===== config.mk =====
export PLATFORM = sky130hd
export DESIGN_NAME = axi4_lite_regfile_slave
export DESIGN_NICKNAME = d
export VERILOG_FILES = /design/src/rtl/axil_pkg.sv /design/src/rtl/axil_wstrb_merge.sv /design/src/rtl/axi4_lite_regfile_slave.sv
export SDC_FILE = /design/constraint.sdc
export NUM_CORES = 1
export LEC_CHECK = 0
export ABC_AREA = 1
export CAP_MARGIN = 5
export CELL_PAD_IN_SITES_DETAIL_PLACEMENT = 1
export CELL_PAD_IN_SITES_GLOBAL_PLACEMENT = 1
export CORE_MARGIN = 3
export CORE_UTILIZATION = 37
export CTS_BUF_LIST = sky130_fd_sc_hd__clkbuf_4 sky130_fd_sc_hd__clkbuf_8
export DETAILED_ROUTE_END_ITERATION = 16
export GPL_ROUTABILITY_DRIVEN = 0
export PLACE_DENSITY_LB_ADDON = 0.1
export SYNTH_ARGS = -nofsm -noshare
export SYNTH_HDL_FRONTEND = slang
export SYNTH_SLANG_ARGS = --single-unit

===== constraint.sdc =====
create_clock -name ACLK -period 1.66 [get_ports ACLK]
set_input_delay 0.332 -clock ACLK [delete_from_list [all_inputs] [get_ports ACLK]]
set_output_delay 0.332 -clock ACLK [all_outputs]
set_load 0.03 [all_outputs]

===== src/rtl/axil_pkg.sv =====
// axil_pkg: shared AXI4-Lite response codes and FSM state types for the register file slave.
package axil_pkg;
    typedef enum logic [1:0] {
        OKAY   = 2'b00,
        EXOKAY = 2'b01,
        SLVERR = 2'b10,
        DECERR = 2'b11
    } resp_t;

    typedef enum logic {W_IDLE, W_RESP} wr_state_t;
    typedef enum logic {R_IDLE, R_DATA} rd_state_t;
endpackage


===== src/rtl/axil_wstrb_merge.sv =====
// axil_wstrb_merge: byte-strobe merge of old and new words; strobes honoured only with
// AXIL_REGFILE_WSTRB_EN defined, otherwise the new word passes straight through.
module axil_wstrb_merge #(
    parameter int DATA_W = 32
) (
    input  logic [DATA_W-1:0]   old_i,
    input  logic [DATA_W-1:0]   new_i,
    input  logic [DATA_W/8-1:0] strb_i,
    output logic [DATA_W-1:0]   merged_o
);
`ifdef AXIL_REGFILE_WSTRB_EN
    always_comb begin
        merged_o = old_i;
        for (int b = 0; b < DATA_W/8; b++)
            merged_o[b*8 +: 8] = strb_i[b] ? new_i[b*8 +: 8] : old_i[b*8 +: 8];
    end
`else
    logic unused_merge;
    assign unused_merge = ^{old_i, strb_i};
    assign merged_o     = new_i;
`endif
endmodule


===== src/rtl/axi4_lite_regfile_slave.sv =====
// axi4_lite_regfile_slave: parametrised AXI4-Lite register file with DECERR decode,
// AW/W in either order and optional byte strobes (AXIL_REGFILE_WSTRB_EN).
module axi4_lite_regfile_slave
    import axil_pkg::*;
#(
    parameter int ADDR_W   = 8,
    parameter int DATA_W   = 32,
    parameter int NUM_REGS = 4
) (
    input  logic                       ACLK,
    input  logic                       ARESETn,
    input  logic [ADDR_W-1:0]          AWADDR,
    input  logic                       AWVALID,
    output logic                       AWREADY,
    input  logic [DATA_W-1:0]          WDATA,
    input  logic [DATA_W/8-1:0]        WSTRB,
    input  logic                       WVALID,
    output logic                       WREADY,
    output logic [1:0]                 BRESP,
    output logic                       BVALID,
    input  logic                       BREADY,
    input  logic [ADDR_W-1:0]          ARADDR,
    input  logic                       ARVALID,
    output logic                       ARREADY,
    output logic [DATA_W-1:0]          RDATA,
    output logic [1:0]                 RRESP,
    output logic                       RVALID,
    input  logic                       RREADY,
    output logic [NUM_REGS*DATA_W-1:0] reg_q,
    output logic [NUM_REGS-1:0]        wr_pulse
);
    localparam int OFF   = $clog2(DATA_W/8);
    localparam int IDX_W = ADDR_W - OFF;

    wr_state_t                          ws_q, ws_d;
    rd_state_t                          rs_q, rs_d;
    logic                               aw_held_q, aw_held_d, w_held_q, w_held_d;
    logic                               awready_q, awready_d, wready_q, wready_d, arready_q, arready_d;
    logic                               bvalid_q, bvalid_d, rvalid_q, rvalid_d;
    resp_t                              bresp_q, bresp_d, rresp_q, rresp_d;
    logic [IDX_W-1:0]                   widx_q, widx_d;
    logic [DATA_W-1:0]                  wdata_q, wdata_d, rdata_q, rdata_d, old_word, merged;
    logic [DATA_W/8-1:0]                wstrb_q, wstrb_d;
    logic [NUM_REGS-1:0][DATA_W-1:0]    regs_q, regs_d;
    logic [NUM_REGS-1:0]                pulse_q, pulse_d;
    logic [IDX_W-1:0]                   ridx;
    logic                               aw_hs, w_hs, w_ok, r_ok, unused_lo;

    assign aw_hs     = AWVALID && awready_q;
    assign w_hs      = WVALID && wready_q;
    assign ridx      = ARADDR[ADDR_W-1:OFF];
    assign w_ok      = {1'b0, widx_q} < (IDX_W+1)'(NUM_REGS);
    assign r_ok      = {1'b0, ridx} < (IDX_W+1)'(NUM_REGS);
    assign unused_lo = ^{AWADDR[OFF-1:0], ARADDR[OFF-1:0]};

    always_comb begin
        old_word = '0;
        for (int i = 0; i < NUM_REGS; i++)
            if (widx_q == IDX_W'(i)) old_word = regs_q[i];
    end

    axil_wstrb_merge #(.DATA_W(DATA_W)) u_merge (
        .old_i(old_word), .new_i(wdata_q), .strb_i(wstrb_q), .merged_o(merged)
    );

    // Commit happens the cycle after both halves are held, so READYs stay registered.
    always_comb begin
        ws_d      = ws_q;
        aw_held_d = aw_held_q | aw_hs;
        w_held_d  = w_held_q | w_hs;
        widx_d    = aw_hs ? AWADDR[ADDR_W-1:OFF] : widx_q;
        wdata_d   = w_hs ? WDATA : wdata_q;
        wstrb_d   = w_hs ? WSTRB : wstrb_q;
        bvalid_d  = bvalid_q;
        bresp_d   = bresp_q;
        regs_d    = regs_q;
        pulse_d   = '0;
        if (ws_q == W_IDLE && aw_held_q && w_held_q) begin
            ws_d     = W_RESP;
            bvalid_d = 1'b1;
            bresp_d  = w_ok ? OKAY : DECERR;
            for (int i = 0; i < NUM_REGS; i++)
                if (widx_q == IDX_W'(i)) begin
                    regs_d[i]  = merged;
                    pulse_d[i] = 1'b1;
                end
        end else if (ws_q == W_RESP && BREADY) begin
            ws_d      = W_IDLE;
            bvalid_d  = 1'b0;
            aw_held_d = 1'b0;
            w_held_d  = 1'b0;
        end
        awready_d = ws_d == W_IDLE && !aw_held_d;
        wready_d  = ws_d == W_IDLE && !w_held_d;
    end

    always_comb begin
        rs_d     = rs_q;
        rvalid_d = rvalid_q;
        rresp_d  = rresp_q;
        rdata_d  = rdata_q;
        if (rs_q == R_IDLE && ARVALID && arready_q) begin
            rs_d     = R_DATA;
            rvalid_d = 1'b1;
            rresp_d  = r_ok ? OKAY : DECERR;
            rdata_d  = '0;
            for (int i = 0; i < NUM_REGS; i++)
                if (ridx == IDX_W'(i)) rdata_d = regs_q[i];
        end else if (rs_q == R_DATA && RREADY) begin
            rs_d     = R_IDLE;
            rvalid_d = 1'b0;
        end
        arready_d = rs_d == R_IDLE;
    end

    always_ff @(posedge ACLK or negedge ARESETn) begin
        if (!ARESETn) begin
            ws_q      <= W_IDLE;
            rs_q      <= R_IDLE;
            aw_held_q <= 1'b0;
            w_held_q  <= 1'b0;
            awready_q <= 1'b0;
            wready_q  <= 1'b0;
            arready_q <= 1'b0;
            bvalid_q  <= 1'b0;
            rvalid_q  <= 1'b0;
            bresp_q   <= OKAY;
            rresp_q   <= OKAY;
            widx_q    <= '0;
            wdata_q   <= '0;
            wstrb_q   <= '0;
            rdata_q   <= '0;
            regs_q    <= '0;
            pulse_q   <= '0;
        end else begin
            ws_q      <= ws_d;
            rs_q      <= rs_d;
            aw_held_q <= aw_held_d;
            w_held_q  <= w_held_d;
            awready_q <= awready_d;
            wready_q  <= wready_d;
            arready_q <= arready_d;
            bvalid_q  <= bvalid_d;
            rvalid_q  <= rvalid_d;
            bresp_q   <= bresp_d;
            rresp_q   <= rresp_d;
            widx_q    <= widx_d;
            wdata_q   <= wdata_d;
            wstrb_q   <= wstrb_d;
            rdata_q   <= rdata_d;
            regs_q    <= regs_d;
            pulse_q   <= pulse_d;
        end
    end

    assign AWREADY  = awready_q;
    assign WREADY   = wready_q;
    assign ARREADY  = arready_q;
    assign BVALID   = bvalid_q;
    assign BRESP    = bresp_q;
    assign RVALID   = rvalid_q;
    assign RRESP    = rresp_q;
    assign RDATA    = rdata_q;
    assign reg_q    = regs_q;
    assign wr_pulse = pulse_q;
endmodule


Word level (Yosys, flattened, before mapping)

Index checks and enable logic that the tools add are counted.

Bits in registers: 215

Mux-type cells: 23
Bitwise gates (word level): 6
Magnitude comparators: 2
Reduce and logical (&&, ||, !) cells: 20
Eq/ne operators: 6

Operators with widths:

| cell                                                                   | number |
|---|---|
| 32-bit two-way mux                                                     | 4 |
| 6-bit by 2-bit equality test with 1-bit output (second input constant) | 4 |
| 1-bit two-way mux                                                      | 16 |
| 6-bit by 1-bit equality test with 1-bit output (second input constant) | 2 |
| 6-bit zero test                                                        | 2 |
| 6-bit by 3-bit < comparator with 1-bit output (second input constant)  | 2 |
| 1-bit logical AND                                                      | 10 |
| 2-bit AND reduction                                                    | 4 |
| 2-bit two-way mux                                                      | 2 |
| 4-bit two-way mux                                                      | 1 |
| 1-bit NOT                                                              | 4 |
| 2-bit nonzero test                                                     | 2 |
| 1-bit zero test                                                        | 2 |
| 1-bit bitwise OR                                                       | 2 |

Logic depth before layout (Yosys ltp)

Gate-level depths: netlist (run 1).

Depth after elaboration: 6
Gate-level depth with buffers: 8

Cells and area by module

A second synthesis (run 1) with hierarchy kept.

Cell total of the unflattened synthesis: 1430
Area total of the unflattened synthesis: 10809.1 um^2

Modules (own cells, without submodules):

| module                  | cells each | instances | area an instance (um^2) |
|---|---|---|---|
| axi4_lite_regfile_slave | 1398       | 1         | 10568.9 |
| axil_wstrb_merge        | 32         | 1         | 240.2 |

Worst setup path after synthesis (run 1)

Ideal clock, no wire load.

Path kind: flip-flop to flip-flop
Start: register arready_q, in the netlist ARREADY
End: register rdata_q[0], in the netlist RDATA[0]
Arrival time: 1.325 ns
Library setup time: 0.117 ns
Slack: 0.219 ns
Cell stages (with the launch flop): 7
Path buffers: 1
Path through: dfrtp_1 -> nand2_1 -> nor2_2 -> clkinv_1 -> clkbuf_1 -> nand2_1 -> nand2_1

Word-level cells in the longest chain between the ends: 1

RTL lines:

| what                     | line                           | RTL |
|---|---|---|
| start: declaration       | axi4_lite_regfile_slave.sv:38  | `logic awready_q, awready_d, wready_q, wready_d, arready_q, arready_d;` |
| start signal: assignment | axi4_lite_regfile_slave.sv:142 | `arready_q <= arready_d;` |
| 1-bit logical AND        | axi4_lite_regfile_slave.sv:102 | `if (rs_q == R_IDLE && ARVALID && arready_q) begin` |
| end signal: assignment   | axi4_lite_regfile_slave.sv:150 | `rdata_q <= rdata_d;` |
| end: declaration         | axi4_lite_regfile_slave.sv:42  | `logic [DATA_W-1:0] wdata_q, wdata_d, rdata_q, rdata_d, old_word, merged;` |

Every way passes these cells.
A chain may end at the register's enable or synchronous reset.

Final worst setup path (run 1)

Start: register rdata_q[12], in the netlist RDATA[12]
End: output RDATA[12]

RTL lines:

| what             | line                          | RTL |
|---|---|---|
| end: declaration | axi4_lite_regfile_slave.sv:25 | `output logic [DATA_W-1:0] RDATA,` |

No word-level cell between the ends.

==> impl_results.md, run 1 <==
* Die outline width at 163 um
* Delay-heaviest family, CP: buffers and inverters
* CP Cell Sequence: clkdlybuf4s15_1
* Placed Cells at 1599
* Routed vias at 8447
* Hold crit path type: in2async
* TritonCTS clock tree: built
* Yosys top cell by area: dfrtp_1
* Predominant post-synthesis flop cell: dfrtp_1
* Crit end category: primary output
* H-tree depth at 2
* Max Root-Sink Buffers at 3
* DR iter-0 viols at 428
* Cell Area, Synth at 0.00914 mm^2
* Total of max-cap violations at 0
* Sw Share at 40.3%
* Endpoints failing setup at 0
* Gate Count Post-Synth at 1069
* CTS root buf: clkbuf_8
* Setup CP Type: reg2out
* Crit path DAT at 1.28 ns
* # IOs at 232
* HPWL Detailed at 22500 um
* Area Overhead vs Synth at 40.7%
* Buffers plus inverters on the worst setup path at 1
* Largest net degree at the start of global routing at 65
* Vias in the first global route at 8886
* Fillers at 2781
* Initial antenna violation count at 0
* Worst-path clk slew at 0.05 ns
* Final worst slack at 0.0458 ns
* Final Instance Area at 0.0129 mm^2
* Post-placement cell area at 0.0122 mm^2
* Clock share of power at 24.9%
* Antenna diode count at 0
* CP max FO at 2
* Grt total ovfl at 0
* Top-count cell post-synth: nand2_1
* Part of the power in combinational logic at 36.0%
* Setup tns final at 0 ns
* Fin cells at 1663
* Reg2reg end: reg_q[26]
* Synth top cells by count: nand2_1 (310), dfrtp_1 (213), o21ai_1 (128)
* CP Launch Type: flop
* Leakage at 6.21 nW
* Ys async rst share at 100%
* Seq pwr share at 39.1%
* R2R depth at 7
* YS warnings at 0
* Num rows at 56
* GR Util All Layers at 24.2%
* Synth Register Bits at 213
* Cell area power density at 1530 mW/mm^2
* Wire per inst at 19.0 um
* Post-layout nets at 1380
* Final Cycle Share at 97.2%
* Worst-Margin Slew at 0.384 ns
* Worst vdd ir at 0.791 mV
* Fmax at 619 MHz
* Largest cells by area after synthesis: dfrtp_1 (58%), nand2_1 (13%), o21ai_1 (7.0%)
* Seq/Total Area, Yosys at 58.3%
* Distinct cells, synth at 22
* Core Area at 0.0239 mm^2
* Share of layout cells above drive strength 1 at 19.3%
* Routed WL at 31600 um
* NetSw at 7.93 mW
* Initial Util at 38.3%
* Post-Syn Area per Cell at 8.55 um^2
* Flop-to-flop setup slack at 0.22 ns
* Clock Latency Late Sink at 0.52 ns
* Final hold vios at 0
* Final Max Slew Viols at 0
* Worst EP required at 1.33 ns
* Int Pwr at 11.7 mW
* Die height at 163 um
* Total CTS buffers at 38
* Pre-CTS setup slack at -0.210 ns
* Start of the worst register-to-register path: widx_q[3]
* Slowest CP cell: clkdlybuf4s15_1
* Number of port buffers at 223
* Full die area at 0.0266 mm^2
* Final antenna-violating net count at 0
* CP peak stage delay at 0.40 ns
* EDFF count, synth at 0
* Routed vias/inst at 5.08
* First-pass GRT wire length at 50000 um
* Clock Skew at 0.0216 ns
* Relative slew slack at 74.4%
* # clock sinks at 213
* Synth top area share at 58.3%
* DRC at 0
* Status: completed
* Syn_nets at 1128
* Final min period at 1.61 ns
* TritonRoute pass-1 iters at 5
-- power groups by stage --
stage | clock, mW | combinational (mW) | sequential (mW)
3_3_place_gp | 0 | 7.46 | 7.72
6_report | 4.89 | 7.08 | 7.68
2_1_floorplan | 0 | 2.38 | 9.33
3_5_place_dp | 0 | 7.65 | 7.76
4_1_cts | 5.05 | 7.25 | 7.69
5_1_grt | 5.31 | 7.75 | 7.87
-- worst register-to-register path: cells and delay by family (launching register included) --
family / cells / cell delay [ns]
AO/OA/AOI/OAI: 1 / 0.06
buffers and inverters: 2 / 0.28
flip-flops: 1 / 0.36
AND/OR/NAND/NOR: 4 / 0.61
-- worst max-delay path by stage --
| stage | slack, ns | to | cells past startpoint | from |
|---|---|---|---|---|
| after floorplan | 0.22 | RDATA[0] | 6 | ARREADY |
| after CTS | 0.0002 | reg_q[36] | 1 | reg_q[36] |
| after global routing | -0.02 | RDATA[12] | 1 | RDATA[12] |
| after detailed placement | -0.21 | RDATA[21] | 9 | ARADDR[5] |
| after global placement | -0.16 | RDATA[3] | 9 | ARADDR[5] |
| final | 0.05 | RDATA[12] | 1 | RDATA[12] |
-- registers in the layout, indices dropped and copies added (netlist names) --
signal	cells
rs_q	1
RDATA	32
ARREADY	1
wr_pulse	4
reg_q	128
BRESP	1
RVALID	1
w_held_q	1
WREADY	1
aw_held_q	1
ws_q	1
BVALID	1
AWREADY	1
widx_q	6
RRESP	1
wdata_q	32
-- per-stage QoR --
step                      total power [mW]  utilization (%)  hold WS [ns]
after floorplan                       11.7                -        0.0364
after global placement                15.2             51.1         0.266
after detailed placement              15.4             51.1         0.262
after CTS                             20.0             54.4         0.301
after global routing                  20.9             53.8         0.334
final                                 19.7             53.8         0.334
-- cells by family after synthesis --
kind of cell / count (synthesis) / share of synthesized area (%)
AO/OA/AOI/OAI: 171 / 9.39
buffers and inverters: 153 / 6.97
flip-flops: 213 / 58.3
AND/OR/NAND/NOR: 532 / 25.3
-- cells in the final DEF (no fill, tap or decap), types with 40 or more instances in the layout --
master,synthesis,routed
o21ai_1,128,128
nand4_1,64,64
clkdlybuf4s50_1,0,49
nand2_1,310,309
clkdlybuf4s15_2,0,81
o21ai_0,40,40
nor2_1,78,75
dfrtp_1,213,212
inv_1,79,78
nand3_1,65,65
clkbuf_8,0,46
-- layer usage --
metal  track usage [%]  up-vias  wire [um]
li1                  -     3999          -
met1              33.3     4147      14000
met2              38.5      247      14700
met3              6.04       54       2130
met4              6.23        0        645
met5                 0        -          0
-- cell type report --
cell class / instances / area (um^2) / area share, %
timing repair buffer: 282 / 2850 / 22.2
clock inverter: 3 / 20.0 / 0.156
tap: 319 / 399 / 3.10
multi-input combinational: 703 / 3210 / 25.0
inverter: 83 / 312 / 2.42
clock buffer: 60 / 738 / 5.74
sequential: 213 / 5330 / 41.4
-- what timing repair did --
action / in CTS / in global routing
gates resized for setup: 379 / 60
endpoints found under the hold margin: 37 / 0
setup buffers: 0 / 0
endpoints found under the setup margin: 173 / 59
hold buffers: 1 / 0
(Power assumes the default switching activity.)
==> run 2: changes to the inputs <==
--- a/config.mk
+++ b/config.mk
@@ -9,6 +9,7 @@
 export CAP_MARGIN = 5
 export CELL_PAD_IN_SITES_DETAIL_PLACEMENT = 1
 export CELL_PAD_IN_SITES_GLOBAL_PLACEMENT = 1
+export CORE_ASPECT_RATIO = 1.2
 export CORE_MARGIN = 3
 export CORE_UTILIZATION = 37
 export CTS_BUF_LIST = sky130_fd_sc_hd__clkbuf_4 sky130_fd_sc_hd__clkbuf_8
==> run 2 against run 1 <==
Effect of this change:
- sequential share of layout area is 0.63 points higher
- die area barely moved
- sequential power about the same
- clock-buffer cell count is 3 lower
- combinational power decreased by 2%
- utilization fell by 1.3 points
- highest routed layer is now met5
==> impl_results.md, run 2 (synthesized netlist as in run 1, its figures left out) <==
* H-tree depth at 2 (unchanged)
* Fin util at 52.5% (was 53.8%)
* Wire per inst at 19.2 um (was 19.0 um)
* Fmax at 619 MHz (about the same)
* Area Overhead vs Synth at 38.6% (was 40.7%)
* Post-CTS Setup Bufs at 0 (unchanged)
* Final Cycle Share at 97.4% (was 97.2%)
* Buffers plus inverters on the worst setup path at 1 (unchanged)
* DR iter-0 viols at 351 (was 428)
* Status: completed (unchanged)
* Crit path DAT at 1.28 ns (about the same)
* Total of max-cap violations at 0 (unchanged)
* Initial antenna violation count at 1 (was 0)
* Multi-input logic area at 0.00322 mm^2 (was 0.00321 mm^2)
* Routed vias/inst at 5.07 (was 5.08)
* Final hold vios at 0 (unchanged)
* Hold WS at 0.334 ns (about the same)
* Setup CP Type: reg2out (unchanged)
* Clock Latency Late Sink at 0.53 ns (was 0.52 ns)
* Fillers at 2844 (was 2781)
* # clock sinks at 213 (unchanged)
* Delay-heaviest family, CP: buffers and inverters (unchanged)
* Relative slew slack at 72.5% (was 74.4%)
* Setup tns final at 0 ns (unchanged)
* Seq pwr share at 39.3% (was 39.1%)
* Grt total ovfl at 0 (unchanged)
* DRC at 0 (unchanged)
* Cell area power density at 1540 mW/mm^2 (was 1530 mW/mm^2)
* Vias in the first global route at 8945 (was 8886)
* GR Util All Layers at 24.2% (about the same)
* Number of port buffers at 223 (unchanged)
* Slowest CP cell: clkdlybuf4s15_1 (unchanged)
* Commonest non-fill, non-tap cell in the layout: nand2_1 (unchanged)
* Worst-path clk slew at 0.06 ns (was 0.05 ns)
* CP Cell Sequence: clkdlybuf4s15_1 (unchanged)
* First-pass GRT wire length at 50200 um (was 50000 um)
* Die outline width at 149 um (was 163 um)
* TritonRoute pass-1 iters at 4 (was 5)
* Final antenna-violating net count at 0 (unchanged)
* Max reg flops at 128 (unchanged)
* Part of the power in combinational logic at 35.7% (was 36.0%)
* Total CTS buffers at 38 (unchanged)
* Full die area at 0.0266 mm^2 (about the same)
* Sw Share at 40.3% (about the same)
* Worst-Margin Slew at 0.413 ns (was 0.384 ns)
* TritonCTS clock tree: built (unchanged)
* Post-layout nets at 1369 (was 1380)
* Int Pwr at 11.6 mW (was 11.7 mW)
* HPWL Detailed at 21400 um (was 22500 um)
* CTS root buf: clkbuf_8 (unchanged)
* Final min period at 1.62 ns (was 1.61 ns)
* Most frequent cells in the layout: nand2_1 (309), dfrtp_1 (213), o21ai_1 (128), inv_1 (78), nor2_1 (75) (was nand2_1 (309), dfrtp_1 (212), o21ai_1 (128), clkdlybuf4s15_2 (81), inv_1 (78))
* Clock share of power at 25.0% (was 24.9%)
* Final Max Slew Viols at 0 (unchanged)
* CP max FO at 3 (was 2)
* Leakage at 6.12 nW (was 6.21 nW)
* Hold crit path type: in2async (unchanged)
* Routed vias at 8373 (was 8447)
* Largest net degree at the start of global routing at 65 (unchanged)
* Final worst slack at 0.0435 ns (was 0.0458 ns)
* Initial Util at 37.9% (was 38.3%)
* Endpoints failing setup at 0 (unchanged)
* Register Area at 0.00533 mm^2 (about the same)
* Routed WL at 31700 um (was 31600 um)
* Share of layout cells above drive strength 1 at 19.0% (was 19.3%)
* Die height at 178 um (was 163 um)
* Clock Skew at 0.0246 ns (was 0.0216 ns)
* CP peak stage delay at 0.41 ns (was 0.40 ns)
* Core Area at 0.0241 mm^2 (was 0.0239 mm^2)
* Worst EP required at 1.33 ns (about the same)
* # IOs at 232 (unchanged)
* Unrepaired setup endpoints after global routing: false
* Worst vdd ir at 0.767 mV (was 0.791 mV)
* Max Root-Sink Buffers at 3 (unchanged)
* Num rows at 62 (was 56)
* CP Launch Type: flop (unchanged)
* NetSw at 7.86 mW (was 7.93 mW)
* Crit end category: primary output (unchanged)
* Pre-CTS setup slack at -0.211 ns (was -0.210 ns)
-- run 2: power groups by stage --
stage	Sequential [mW]	Clock, mW	Combinational (mW)
CTS	7.67	5.02	7.20
floorplan	9.33	0	2.38
detailed placement	7.74	0	7.58
global route	7.85	5.27	7.64
finish	7.66	4.88	6.97
global placement	7.69	0	7.41
-- run 2: through the flow --
stage / total power [mW] / std cells / cell area, um^2
floorplan: 11.7 / 1069 / 9140
global placement: 15.1 / 1589 / 12100
detailed placement: 15.3 / 1589 / 12100
CTS: 19.9 / 1649 / 12900
global route: 20.8 / 1649 / 12700
finish: 19.5 / 1650 / 12700
-- run 2: layout make-up --
cell class | count | share of cell area [%]
Clock inverter | 2 | 0.296
Antenna cell | 1 | 0.0198
Sequential cell | 213 | 42.1
Multi-Input combinational cell | 703 | 25.4
Tap cell | 320 | 3.16
Inverter | 83 | 2.46
Clock buffer | 57 | 5.55
Timing Repair Buffer | 271 | 21.0
-- run 2: final timing paths --
path / slack, ns / from / cells past startpoint / to
setup / recovery: 0.04 / reg_q[11] / 1 / reg_q[11]
hold / removal: 0.33 / ARESETn / 2 / RDATA[17]
setup reg to reg: 0.20 / widx_q[2] / 7 / reg_q[13]
hold reg to reg: 0.47 / RDATA[18] / 2 / RDATA[18]
max in group asynchronous: 0.76 / ARESETn / 3 / reg_q[59]
min in group ACLK: 0.35 / AWADDR[6] / 3 / widx_q[4]
-- run 2: metal layers --
metal / share of wire, % / wire length (um) / GRT usage, % / vias to the layer above
met2: 51 / 16100 / 42.3 / 226
met5: 0.035 / 11 / 0 / -
met4: 2.1 / 674 / 6.75 / 2
met3: 5.7 / 1810 / 4.75 / 46
li1: - / - / - / 3956
met1: 41 / 13100 / 30.6 / 4143
-- run 2: timing repair --
item | 4_1_cts | 5_1_grt
cloned | 0 | 0
resized for setup | 377 | 79
hold endpoints to repair | 37 | 0
endpoints found under the setup margin | 173 | 75
hold buffers | 1 | 0
==> run 3: changes to the inputs <==
--- a/config.mk
+++ b/config.mk
@@ -11,7 +11,7 @@
 export CELL_PAD_IN_SITES_GLOBAL_PLACEMENT = 1
 export CORE_ASPECT_RATIO = 1.2
 export CORE_MARGIN = 3
-export CORE_UTILIZATION = 37
+export CORE_UTILIZATION = 40
 export CTS_BUF_LIST = sky130_fd_sc_hd__clkbuf_4 sky130_fd_sc_hd__clkbuf_8
 export DETAILED_ROUTE_END_ITERATION = 16
 export GPL_ROUTABILITY_DRIVEN = 0
==> constraint.sdc (replaced) <==
create_clock -name ACLK -period 1.9 [get_ports ACLK]
set_input_delay 0.38 -clock ACLK [delete_from_list [all_inputs] [get_ports ACLK]]
set_output_delay 0.38 -clock ACLK [all_outputs]
set_load 0.03 [all_outputs]
==> run 3 against run 2 <==
Effect of this change:
- sequential share of layout area grew 0.62 points
- largest cell class unchanged
- clock power shrank 12%
- die area shrank 7.2%
- non-clock buffer count shrank 8
- critical endpoint is now reg_q[24]
- sequential cell count is the same
- register-to-register slack gained 0.22 ns
- clock-buffer cell count grew 3
==> impl_results.md, run 3 (synthesized netlist as in run 1, its figures left out) <==
* Status: completed (unchanged)
* Power Total at 16.9 mW (was 19.5 mW)
* Num rows at 59 (was 62)
* Clock Skew at 0.0158 ns (was 0.0246 ns)
* Unrepaired setup endpoints after global routing: false (unchanged)
* HPWL Detailed at 21000 um (was 21400 um)
* Worst-path clk slew at 0.06 ns (about the same)
* Cell area power density at 1350 mW/mm^2 (was 1540 mW/mm^2)
* Die outline width at 144 um (was 149 um)
* Worst vdd ir at 0.861 mV (was 0.767 mV)
* Crit path DAT at 1.37 ns (was 1.28 ns)
* Largest net degree at the start of global routing at 66 (was 65)
* First-pass GRT wire length at 48000 um (was 50200 um)
* Worst-Margin Slew at 0.461 ns (was 0.413 ns)
* Routed vias at 8302 (was 8373)
* Clock Latency Late Sink at 0.51 ns (was 0.53 ns)
* Delay-heaviest family, CP: buffers and inverters (unchanged)
* Core Area at 0.0221 mm^2 (was 0.0241 mm^2)
* DR iter-0 viols at 463 (was 351)
* TritonCTS clock tree: built (unchanged)
* Fin util at 56.6% (was 52.5%)
* Initial Util at 41.4% (was 37.9%)
* Max Root-Sink Buffers at 3 (unchanged)
* Final hold vios at 0 (unchanged)
* GR Util All Layers at 25.0% (was 24.2%)
* DRC at 0 (unchanged)
* # IOs at 232 (unchanged)
* CP max FO at 3 (unchanged)
* Max reg flops at 128 (unchanged)
* Setup CP Type: reg2out (unchanged)
* Post-CTS Setup Bufs at 0 (unchanged)
* Relative slew slack at 69.2% (was 72.5%)
* Wire per inst at 19.2 um (about the same)
* Share of layout cells above drive strength 1 at 9.15% (was 19.0%)
* TritonRoute pass-1 iters at 5 (was 4)
* Final Cycle Share at 92.0%
* Fmax at 572 MHz
* Most frequent cells in the layout: nand2_1 (309), dfrtp_1 (213), dlygate4sd2_1 (173), o21ai_1 (128), inv_1 (78) (was nand2_1 (309), dfrtp_1 (213), o21ai_1 (128), inv_1 (78), nor2_1 (75))
* Final Max Slew Viols at 0 (unchanged)
* Die height at 172 um (was 178 um)
* Crit end category: primary output (unchanged)
* CP Cell Sequence: dlygate4sd2_1 (was clkdlybuf4s15_1)
* Area Overhead vs Synth at 36.6% (was 38.6%)
* Leakage at 6.59 nW (was 6.12 nW)
* Final min period at 1.75 ns
* Commonest non-fill, non-tap cell in the layout: nand2_1 (unchanged)
* Hold crit path type: in2async (unchanged)
* Vias in the first global route at 8575 (was 8945)
* Total CTS buffers at 37 (was 38)
* CTS root buf: clkbuf_8 (unchanged)
* Full die area at 0.0247 mm^2 (was 0.0266 mm^2)
* Final antenna-violating net count at 0 (unchanged)
* Routed vias/inst at 5.20 (was 5.07)
* CP Launch Type: flop (unchanged)
* Slowest CP cell: dlygate4sd2_1 (was clkdlybuf4s15_1)
* Number of port buffers at 223 (unchanged)
* Final Instance Area at 0.0125 mm^2 (was 0.0127 mm^2)
* CP peak stage delay at 0.45 ns (was 0.41 ns)
* Grt total ovfl at 0 (unchanged)
* Antenna diode count at 0 (was 1)
* Initial antenna violation count at 0 (was 1)
* Routed WL at 30600 um (was 31700 um)
* # clock sinks at 213 (unchanged)
* H-tree depth at 2 (unchanged)
* Worst EP required at 1.52 ns (was 1.33 ns)
* Post-placement cell area at 0.0119 mm^2 (was 0.0121 mm^2)
* Total of max-cap violations at 0 (unchanged)
* Post-layout nets at 1360 (was 1369)
* Endpoints failing setup at 0 (unchanged)
* Buffers plus inverters on the worst setup path at 1 (unchanged)
run 3: worst paths after layout:
check	startpoint	to	slack, ns	cells after the start
max	reg_q[24]	reg_q[24]	0.15	1
min	ARESETn	wdata_q[13]	0.37	2
max reg2reg	widx_q[5]	wr_pulse[0]	0.42	4
min reg2reg	RDATA[18]	RDATA[18]	0.47	2
max in group asynchronous	ARESETn	reg_q[122]	0.80	3
min in group ACLK	AWADDR[6]	widx_q[4]	0.42	3
run 3: final cells by class:
class / count / area, um^2
multi-input combinational: 703 / 3210
inverter: 83 / 312
sequential: 213 / 5330
tap: 274 / 343
timing repair buffer: 263 / 2540
fill: 2637 / 9590
clock buffer: 60 / 757
run 3: routing by layer:
metal	up-vias	wire, um	part of all wire (%)	GRT usage (%)
li1	3956	-	-	-
met1	4083	12900	42	32.6
met2	233	15300	50	42.3
met3	30	1970	6.4	6.06
met4	0	497	1.6	5.77
met5	-	0	0	0
run 3: timing repair:
| action | 4_1_cts | 5_1_grt |
|---|---|---|
| gates resized for setup | 173 | 0 |
| hold buffers | 1 | 0 |
| endpoints found under the hold margin | 45 | 0 |
| setup endpoints to repair | 173 | 0 |
run 3: power by group:
part,total [mW],internal (mW),switching (mW)
Clock,4.28,2.49,1.79
Combinational,5.96,1.78,4.18
Sequential,6.63,5.79,0.840
run 3: stage by stage:
step / setup TNS [ns] / setup slack (ns) / std cells / hold slack, ns
after floorplan: 0 / 0.459 / 1069 / 0.0844
after global placement: 0 / 0.0368 / 1535 / 0.323
after detailed placement: -0.0348 / -0.0103 / 1535 / 0.318
after CTS: 0 / 0.111 / 1596 / 0.361
after global routing: 0 / 0.0794 / 1596 / 0.368
final: 0 / 0.152 / 1596 / 0.366
